## src/rtl/tsc_pkg.sv

```systemverilog
// Shared edge-mode encodings and sizing helpers for the timestamp capture array.
package tsc_pkg;

    localparam logic [1:0] EDGE_OFF  = 2'b00;
    localparam logic [1:0] EDGE_RISE = 2'b01;
    localparam logic [1:0] EDGE_FALL = 2'b10;
    localparam logic [1:0] EDGE_BOTH = 2'b11;

    // Cycles from a pin transition to its detection cycle.
    function automatic int unsigned sync_latency(input int unsigned sync_stages);
        return sync_stages + 1;
    endfunction

    // Extra MSB distinguishes full from empty when the index bits match.
    function automatic int unsigned ptr_width(input int unsigned depth);
        return $clog2(depth) + 1;
    endfunction

endpackage

```

## src/rtl/tsc_channel_fifo.sv

```systemverilog
// One event channel: synchroniser, edge qualifier, timestamp FIFO and sticky overflow.
// With TSC_LATENCY_COMP_EN defined, stored stamps are backdated by the sync latency.
module tsc_channel_fifo
    import tsc_pkg::*;
#(
    parameter int unsigned pWIDTH       = 64,
    parameter int unsigned pDEPTH       = 4,
    parameter int unsigned pSYNC_STAGES = 2
) (
    input  logic              clk,
    input  logic              rst,
    input  logic              event_pin,
    input  logic [1:0]        edge_mode,
    input  logic              ack,
    input  logic              clr_ovf,
    input  logic [pWIDTH-1:0] counter,
    output logic [pWIDTH-1:0] ts,
    output logic              rdy,
    output logic              ovf
);

    localparam int unsigned LAT     = sync_latency(pSYNC_STAGES);
    localparam int unsigned PW      = ptr_width(pDEPTH);
    localparam int unsigned AW      = PW - 1;
    localparam int unsigned PRIME_W = $clog2(LAT + 1);
    localparam logic [PRIME_W-1:0] PRIME_DONE = PRIME_W'(LAT);

    logic [pSYNC_STAGES-1:0] sync_q;
    logic                    sync_out;
    logic                    delay_q;
    logic [PRIME_W-1:0]      prime_q;
    logic                    armed;
    logic                    rise_q;
    logic                    fall_q;
    logic                    hit;

    logic [pWIDTH-1:0] mem_q [pDEPTH];
    logic [PW-1:0]     wr_ptr_q;
    logic [PW-1:0]     rd_ptr_q;
    logic              ovf_q;
    logic              empty;
    logic              full;
    logic              pop;
    logic              push;
    logic              drop;
    logic [pWIDTH-1:0] stamp;

    assign sync_out = sync_q[pSYNC_STAGES-1];
    assign armed    = (prime_q == PRIME_DONE);

    // Edge flags are registered so detection lands LAT cycles after the pin moves.
    always_ff @(posedge clk) begin
        if (rst) begin
            sync_q  <= '0;
            delay_q <= 1'b0;
            prime_q <= '0;
            rise_q  <= 1'b0;
            fall_q  <= 1'b0;
        end else begin
            sync_q  <= {sync_q[pSYNC_STAGES-2:0], event_pin};
            delay_q <= sync_out;
            if (!armed) begin
                prime_q <= prime_q + 1'b1;
            end
            rise_q  <= armed & sync_out & ~delay_q;
            fall_q  <= armed & ~sync_out & delay_q;
        end
    end

    always_comb begin
        case (edge_mode)
            EDGE_RISE: hit = rise_q;
            EDGE_FALL: hit = fall_q;
            EDGE_BOTH: hit = rise_q | fall_q;
            default:   hit = 1'b0;
        endcase
    end

`ifdef TSC_LATENCY_COMP_EN
    assign stamp = counter - pWIDTH'(LAT);
`else
    assign stamp = counter;
`endif

    assign empty = (wr_ptr_q == rd_ptr_q);
    assign full  = (wr_ptr_q[AW] != rd_ptr_q[AW]) && (wr_ptr_q[AW-1:0] == rd_ptr_q[AW-1:0]);
    assign pop   = ack & ~empty;
    // A pop frees the head slot in the same cycle, so a full FIFO can still accept.
    assign push  = hit & (~full | pop);
    assign drop  = hit & full & ~pop;

    always_ff @(posedge clk) begin
        if (push) begin
            mem_q[wr_ptr_q[AW-1:0]] <= stamp;
        end
    end

    always_ff @(posedge clk) begin
        if (rst) begin
            wr_ptr_q <= '0;
            rd_ptr_q <= '0;
            ovf_q    <= 1'b0;
        end else begin
            if (push) begin
                wr_ptr_q <= wr_ptr_q + 1'b1;
            end
            if (pop) begin
                rd_ptr_q <= rd_ptr_q + 1'b1;
            end
            if (drop) begin
                ovf_q <= 1'b1;
            end else if (clr_ovf) begin
                ovf_q <= 1'b0;
            end
        end
    end

    assign ts  = empty ? '0 : mem_q[rd_ptr_q[AW-1:0]];
    assign rdy = ~empty;
    assign ovf = ovf_q;

endmodule

```

## src/rtl/timestamp_capture_array.sv

```systemverilog
// Multi-channel event timestamper: shared free-running timebase, one FIFO per channel.
// Optional TSC_LATENCY_COMP_EN backdates stored stamps to the pin transition.
module timestamp_capture_array
    import tsc_pkg::*;
#(
    parameter int unsigned pCHANNELS    = 4,
    parameter int unsigned pWIDTH       = 64,
    parameter int unsigned pDEPTH       = 4,
    parameter int unsigned pSYNC_STAGES = 2
) (
    input  logic                          iCLK,
    input  logic                          iRST,
    input  logic [pCHANNELS-1:0]          iEVENT,
    input  logic [2*pCHANNELS-1:0]        iEDGE,
    input  logic [pCHANNELS-1:0]          iACK,
    input  logic [pCHANNELS-1:0]          iCLR_OVF,
    output logic [pCHANNELS*pWIDTH-1:0]   oTS,
    output logic [pCHANNELS-1:0]          oRDY,
    output logic [pCHANNELS-1:0]          oOVF,
    output logic [pWIDTH-1:0]             oCOUNTER
);

    logic [pWIDTH-1:0] counter_q;

    always_ff @(posedge iCLK) begin
        if (iRST) begin
            counter_q <= '0;
        end else begin
            counter_q <= counter_q + 1'b1;
        end
    end

    assign oCOUNTER = counter_q;

    for (genvar c = 0; c < pCHANNELS; c++) begin : g_chan
        tsc_channel_fifo #(
            .pWIDTH       (pWIDTH),
            .pDEPTH       (pDEPTH),
            .pSYNC_STAGES (pSYNC_STAGES)
        ) u_chan (
            .clk       (iCLK),
            .rst       (iRST),
            .event_pin (iEVENT[c]),
            .edge_mode (iEDGE[2*c +: 2]),
            .ack       (iACK[c]),
            .clr_ovf   (iCLR_OVF[c]),
            .counter   (counter_q),
            .ts        (oTS[c*pWIDTH +: pWIDTH]),
            .rdy       (oRDY[c]),
            .ovf       (oOVF[c])
        );
    end

endmodule

```

## config.mk

```make
export PLATFORM = sky130hd
export DESIGN_NAME = timestamp_capture_array
export DESIGN_NICKNAME = d
export VERILOG_FILES = /design/src/rtl/tsc_pkg.sv /design/src/rtl/tsc_channel_fifo.sv /design/src/rtl/timestamp_capture_array.sv
export SDC_FILE = /design/constraint.sdc
export NUM_CORES = 1
export LEC_CHECK = 0
export BUFFER_PORTS_ARGS = -buffer_cell sky130_fd_sc_hd__buf_2
export CORE_MARGIN = 8
export CORE_UTILIZATION = 64
export DETAILED_ROUTE_END_ITERATION = 10
export PLACE_DENSITY_LB_ADDON = 0.15
export SYNTH_ARGS = -nofsm -noshare
export SYNTH_HDL_FRONTEND = slang
export SYNTH_HIERARCHICAL = 1
export SYNTH_SLANG_ARGS = --single-unit
```

## constraint.sdc

```tcl
create_clock -name iCLK -period 9 [get_ports iCLK]
set_input_delay 0.45 -clock iCLK [delete_from_list [all_inputs] [get_ports iCLK]]
set_output_delay 0.45 -clock iCLK [all_outputs]
set_load 0.005 [all_outputs]
```

# Word level (Yosys, flattened, before mapping)
# Memory sizes are Yosys's and may differ from the RTL's. A register that Yosys moved wholly into a read port is not among the register bits.
# Cells that the tools add are included.
[classes]
add_sub_neg = 13
eq_ne = 28
n_bitwise = 60
reduce_logical = 8
n_mux = 32
[ops]
columns = ["operator", "n"]
rows = [
  ["64-bit 2-to-1 mux", 4],
  ["64-bit by 1-bit adder with 64-bit output, second input constant", 1],
  ["1-bit AND", 32],
  ["3-bit by 1-bit adder with 3-bit output, second input constant", 8],
  ["2-bit == test, second input constant", 12],
  ["1-bit NOT", 20],
  ["1-bit 2-to-1 mux", 16],
  ["2-bit 2-to-1 mux", 8],
  ["3-bit == test", 4],
  ["1-bit one-hot mux with 3 select lines", 4],
  ["2-bit by 1-bit adder with 2-bit output, second input constant", 4],
  ["2-bit by 1-bit == test with 1-bit output, second input constant", 4],
  ["2-bit == test", 4],
  ["1-bit bitwise OR", 8],
  ["2-bit nonzero test", 4],
  ["1-bit logical AND", 4],
  ["1-bit inequality test", 4],
]
[totals]
mem_bits_rw = 1024
reg_bits = 120
memories = 4
input_bits = 22
[mem_list]
columns = ["memory", "depth", "word_bits", "read_ports", "rd_ports_with_merged_regs", "write_ports", "line", "rtl"]
rows = [
  ["g_chan[0].u_chan.mem_q", 4, 64, 1, 1, 1, "tsc_channel_fifo.sv:37", "logic [pWIDTH-1:0] mem_q [pDEPTH];"],
  ["g_chan[1].u_chan.mem_q", 4, 64, 1, 1, 1, "tsc_channel_fifo.sv:37", ""],
  ["g_chan[2].u_chan.mem_q", 4, 64, 1, 1, 1, "tsc_channel_fifo.sv:37", ""],
  ["g_chan[3].u_chan.mem_q", 4, 64, 1, 1, 1, "tsc_channel_fifo.sv:37", ""],
]

# Depth between registers and ports, before layout
[depth]
depth_word = 7
mapped_depth = 6
ltp_nobuf = 6

# Hierarchy
# Netlist, hierarchy kept.
[by_module_without_submodules]
columns = ["mod", "cells_per_inst", "area_each_um2", "instances", "seq_area_each_um2"]
rows = [
  ["tsc_channel_fifo", 474, 10380.0, 4, 8007.7],
  ["timestamp_capture_array", 343, 2930.3, 1, 1281.2],
]

# Worst setup path before layout
# OpenSTA, ideal clock, no wires.
[synth_timing]
path_kind = "register -> register"
startpoint = "reg g_chan[0].u_chan.wr_ptr_q[0]"
endpoint = "mem g_chan[0].u_chan.mem_q[3][0] (enable)"
required_ns = 8.570
period_less_slack_ns = 2.880
path_stages_with_launch = 4
n_path_buf = 0
setup_ns = 0.430
setup_slack_ns = 6.120
t_arrival_ns = 2.450
cell_sequence = "dfxtp_1 > xnor2_1 > a41oi_4 > and2_1"
[synth_via]
elab_chain_cells = 7
elab_cells_between_ends = 10
cone_classes = "2 x eq/ne; 2 x mux; 5 x bitwise; 1 x reduce/logical"
[synth_rtl]
columns = ["item", "line", "rtl"]
rows = [
  ["from (decl)", "tsc_channel_fifo.sv:38", "logic [PW-1:0] wr_ptr_q;"],
  ["from (signal assigned)", "tsc_channel_fifo.sv:105", "wr_ptr_q <= wr_ptr_q + 1'b1;"],
  ["3-bit == test or 2-bit == test (tied branches)", "tsc_channel_fifo.sv:85, tsc_channel_fifo.sv:86", ""],
  ["1-bit NOT or 1-bit logical AND (tied branches)", "tsc_channel_fifo.sv:87, tsc_channel_fifo.sv:86", ""],
  ["1-bit AND or 1-bit NOT (tied branches)", "tsc_channel_fifo.sv:87, tsc_channel_fifo.sv:89", ""],
  ["1-bit bitwise OR", "tsc_channel_fifo.sv:89", "assign push = hit & (~full | pop);"],
  ["1-bit AND", "tsc_channel_fifo.sv:89", ""],
  ["1-bit 2-to-1 mux", "tsc_channel_fifo.sv:93", "if (push) begin"],
  ["1-bit 2-to-1 mux (not written as such)", "tsc_channel_fifo.sv:94", "mem_q[wr_ptr_q[AW-1:0]] <= stamp;"],
  ["to (decl)", "tsc_channel_fifo.sv:37", ""],
]
# Several ways; a longest one is shown, not always the timed one.

==> flow_summary_export.csv <==
group,metric,value,unit
yosys,synth_edf_count,1024,
cells_and_area,layout.nets,2696,
detailed_routing,ant_nets,0,
timing,max_freq,271,MHz
job,drv_cap,0,
detailed_routing,num_vias,23000,
yosys,netlist_instances,2239,
power_and_ir_drop,p_sw,0.00200,W
yosys,synth.most_common_cell,"edfxtp_1",
timing,period_share,41.0,%
clock_network,cts_buffer_depth,3,
yosys,synth.distinct_cells,44,
detailed_routing,dr_wl_met3,7.87,mm
floorplanning,coreArea,68700,sq um
clock_network,cts_buffers,110,
detailed_routing,routed-wl-met2,53.5,mm
cells_and_area,drive_above_1_share,31.8,%
power_and_ir_drop,powerDensity,208,nW/um^2
grt,grt_pass1_vias,24100,
critical_path,cp_max_fo,38,
yosys,yosys_most_used_dff,"edfxtp_1",
timing,maxSlewHeadroom,20.7,%
placed_design,dp_slack,5680,ps
detailed_routing,totalWireLength,104,mm
timing,setup_viol,0,
critical_path,path_class,"reg -> out",
critical_path,slowest_delay,820,ps
grt,overflow,0,
floorplanning,ios,350,
yosys,async_flop_share,0,%
clock_network,ctsHtreeMaxLevel,3,
placed_design,place_area,47200,sq um
placed_design,routabilityCongestion,0.772,
grt,antenna_found_initial,2,
placed_design,hpwl,57.9,mm
power_and_ir_drop,intPower,0.00859,W
timing,setup_tns,0,ps
detailed_routing,vias_per_cell,6.25,
detailed_routing,drt_iter0_drc,2436,
min_path,hold_path.class,"in -> reg",
detailed_routing,dr.pass1.iters,7,
clock_network,root_buffer,"clkbuf_16",
critical_path,worstPathCellList,"buf_4 -> mux4_2 -> nor2b_1 -> buf_2",
critical_path,critPathSlowestCell,"buf_4",
floorplanning,die_w,280,um
detailed_routing,post_drt_wl_per_cell,28.3,um
clock_network,clk_pin_slew,70,ps
timing,rsz0062_at_grt,"false",
power_and_ir_drop,combPwrFrac,1.0,%
timing,period_minus_slack,3690,ps
cells_and_area,fillers,4002,
critical_path,r2r_slack,5590,ps
grt,grt_first_pass_wirelength,154,mm
yosys,yosys.area.top_type,"edfxtp_1",
status,outcome,"complete, no violations",
floorplanning,die_y,280,um
yosys,ys_seq_area_share,74.9,%
yosys,synthTopCellsByArea,"edfxtp_1 69%, mux4_2 13%, dfxtp_1 5.8%, nor2b_1 3.8%, xor2_1 0.97%",
timing,skew,25.2,ps
placed_design,numPortBuffers,349,
timing,tightest_slew,1190,ps
floorplanning,std_cell_rows,96,
yosys,ys_ff_latch,1152,
timing,final-hold-violation-count,0,
power_and_ir_drop,seqPwrFrac,54.5,%
power_and_ir_drop,clkPwrFrac,44.5,%
yosys,syn_area_per_cell,19.9,sq um
power_and_ir_drop,switching_share,18.9,%
timing,fin_ws,5310,ps
clock_network,ctsResizeCount,0,
power_and_ir_drop,irDropWorstVdd,0.167,mV
cells_and_area,stdcell_count,3674,
yosys,ys_warn_count,6,
timing,report.final.slew_viol_count,0,
grt,grtUsageTotal,26.5,%
cells_and_area,design_area,51000,sq um
power_and_ir_drop,p_leak,17.4,nW
critical_path,cp-end-kind,"primary output",
detailed_routing,drc_errors,0,
clock_network,cts_tree,"built",
yosys,synth_commonest_cells,"1024 x edfxtp_1, 273 x nor2b_1, 256 x mux4_2",
grt,grt_max_degree,90,
critical_path,crit_required,8550,ps
floorplanning,die_area,78100,sq um
clock_network,clock_sinks,1152,
cells_and_area,syn2layout_area_growth,14.8,%
yosys,synth_fp_nets,2286,
placed_design,place_inst,3465,
detailed_routing,highest_layer,"met4",
floorplanning,initial_utilization,64.7,%
critical_path,worst_ep_arrival_time,3240,ps
clock_network,insertion_delay,650,ps
detailed_routing,wl_met1,40.1,mm
yosys,synth_area,44500,sq um
power_and_ir_drop,power,0.0106,W
critical_path,worstSetupStartpointType,"register",
yosys,netlist.area_leader.share,69.2,%
-- worst max-delay path, delay by kind of cell, from the launching register on --
kind          cells  cell delay [ps]
flops             1              740
buf+inv           2             1010
simple gates      1              190
mux               1              600
-- cells by family (layout without fill, tap and decap cells) --
family	count (synthesis)	after routing	synth area share [%]
xor gates and xnor gates	76	76	1.57
and+or+nand+nor	527	527	6.98
muxes	268	268	13.2
adders and majority gates	25	25	0.704
DFF	1152	1152	74.9
AOI/OAI and AO/OA	68	68	1.08
other	0	1	0
buffers and inverters	123	626	1.49
-- metal layers --
metal,global-route usage (%),vias to the layer above
met5,0,-
met1,35.2,12000
met2,45.6,1070
met3,4.14,163
li1,-,9691
met4,7.67,0
-- flip-flops by register name, indices dropped and copies added, names as in the netlist, named ones only --
name	cells
g_chan.u_chan/rd_ptr_q	12
g_chan.u_chan/prime_q	8
g_chan.u_chan/ovf	4
g_chan.u_chan/mem_q	1024
g_chan.u_chan/delay_q	4
g_chan.u_chan/wr_ptr_q	12
oCOUNTER	64
g_chan.u_chan/sync_q	8
g_chan.u_chan/fall_q	4
g_chan.u_chan/rise_q	4
-- placed cells by master, fill, tap and decap left out, drive strengths merged, types with 12 or more instances in the layout --
cell	count
ha	25
clkbuf	150
buf	393
mux2i	12
dfxtp	128
nand4	36
a21oi	22
xnor2	23
xor2	53
bufinv	12
nand3	26
or3	20
nor2	88
inv	25
clkinv	39
mux4	256
and2	17
nand2	20
nor2b	273
edfxtp	1024
o21ai	22
-- power groups by stage --
stage | clock network (W) | logic (W) | registers (W)
6_report | 0.00471 | 0.000105 | 0.00577
4_1_cts | 0.00477 | 0.000107 | 0.00577
3_5_place_dp | 0 | 0.000105 | 0.00588
5_1_grt | 0.00497 | 0.000115 | 0.00577
2_1_floorplan | 0 | 0.0000672 | 0.00588
3_3_place_gp | 0 | 0.0000999 | 0.00588
-- path summary, 6_finish.rpt --
kind | depth (start not counted) | from | to
worst max register to register | 5 | oCOUNTER[32] | oCOUNTER[63]
worst max-delay path | 4 | register | oTS[59]
worst min register to register | 1 | g_chan[3].u_chan/sync_q[1] | g_chan[3].u_chan/fall_q
worst min-delay path | 2 | iEVENT[1] | g_chan[1].u_chan/sync_q[0]
-- what timing repair did --
item                       in CTS  in global routing
hold endpoints to repair        3                  0
setup endpoints to repair       0                  0
hold buffers                    3                  0
setup buffers                   0                  0
-- final cells by class --
type / instances / area, sq um / area share, %
Antenna cell: 1 / 2.50 / 0.00491
Clock inverter: 55 / 604 / 1.18
Multi-Input combinational cell: 964 / 10500 / 20.7
Tap cell: 931 / 1160 / 2.28
Inverter: 25 / 93.8 / 0.184
Sequential cell: 1152 / 33300 / 65.4
Timing Repair Buffer: 396 / 2110 / 4.14
Clock buffer: 150 / 3150 / 6.18
-- stage by stage --
| step | hold slack, ps | util, % |
|---|---|---|
| global route | 56.4 | 74.2 |
| global placement | 397 | 68.7 |
| finish | 56.0 | 74.2 |
| floorplan | 389 | - |
| detailed placement | 411 | 68.7 |
| CTS | 26.1 | 74.2 |
Note: power is estimated with default switching activity, not from simulation.
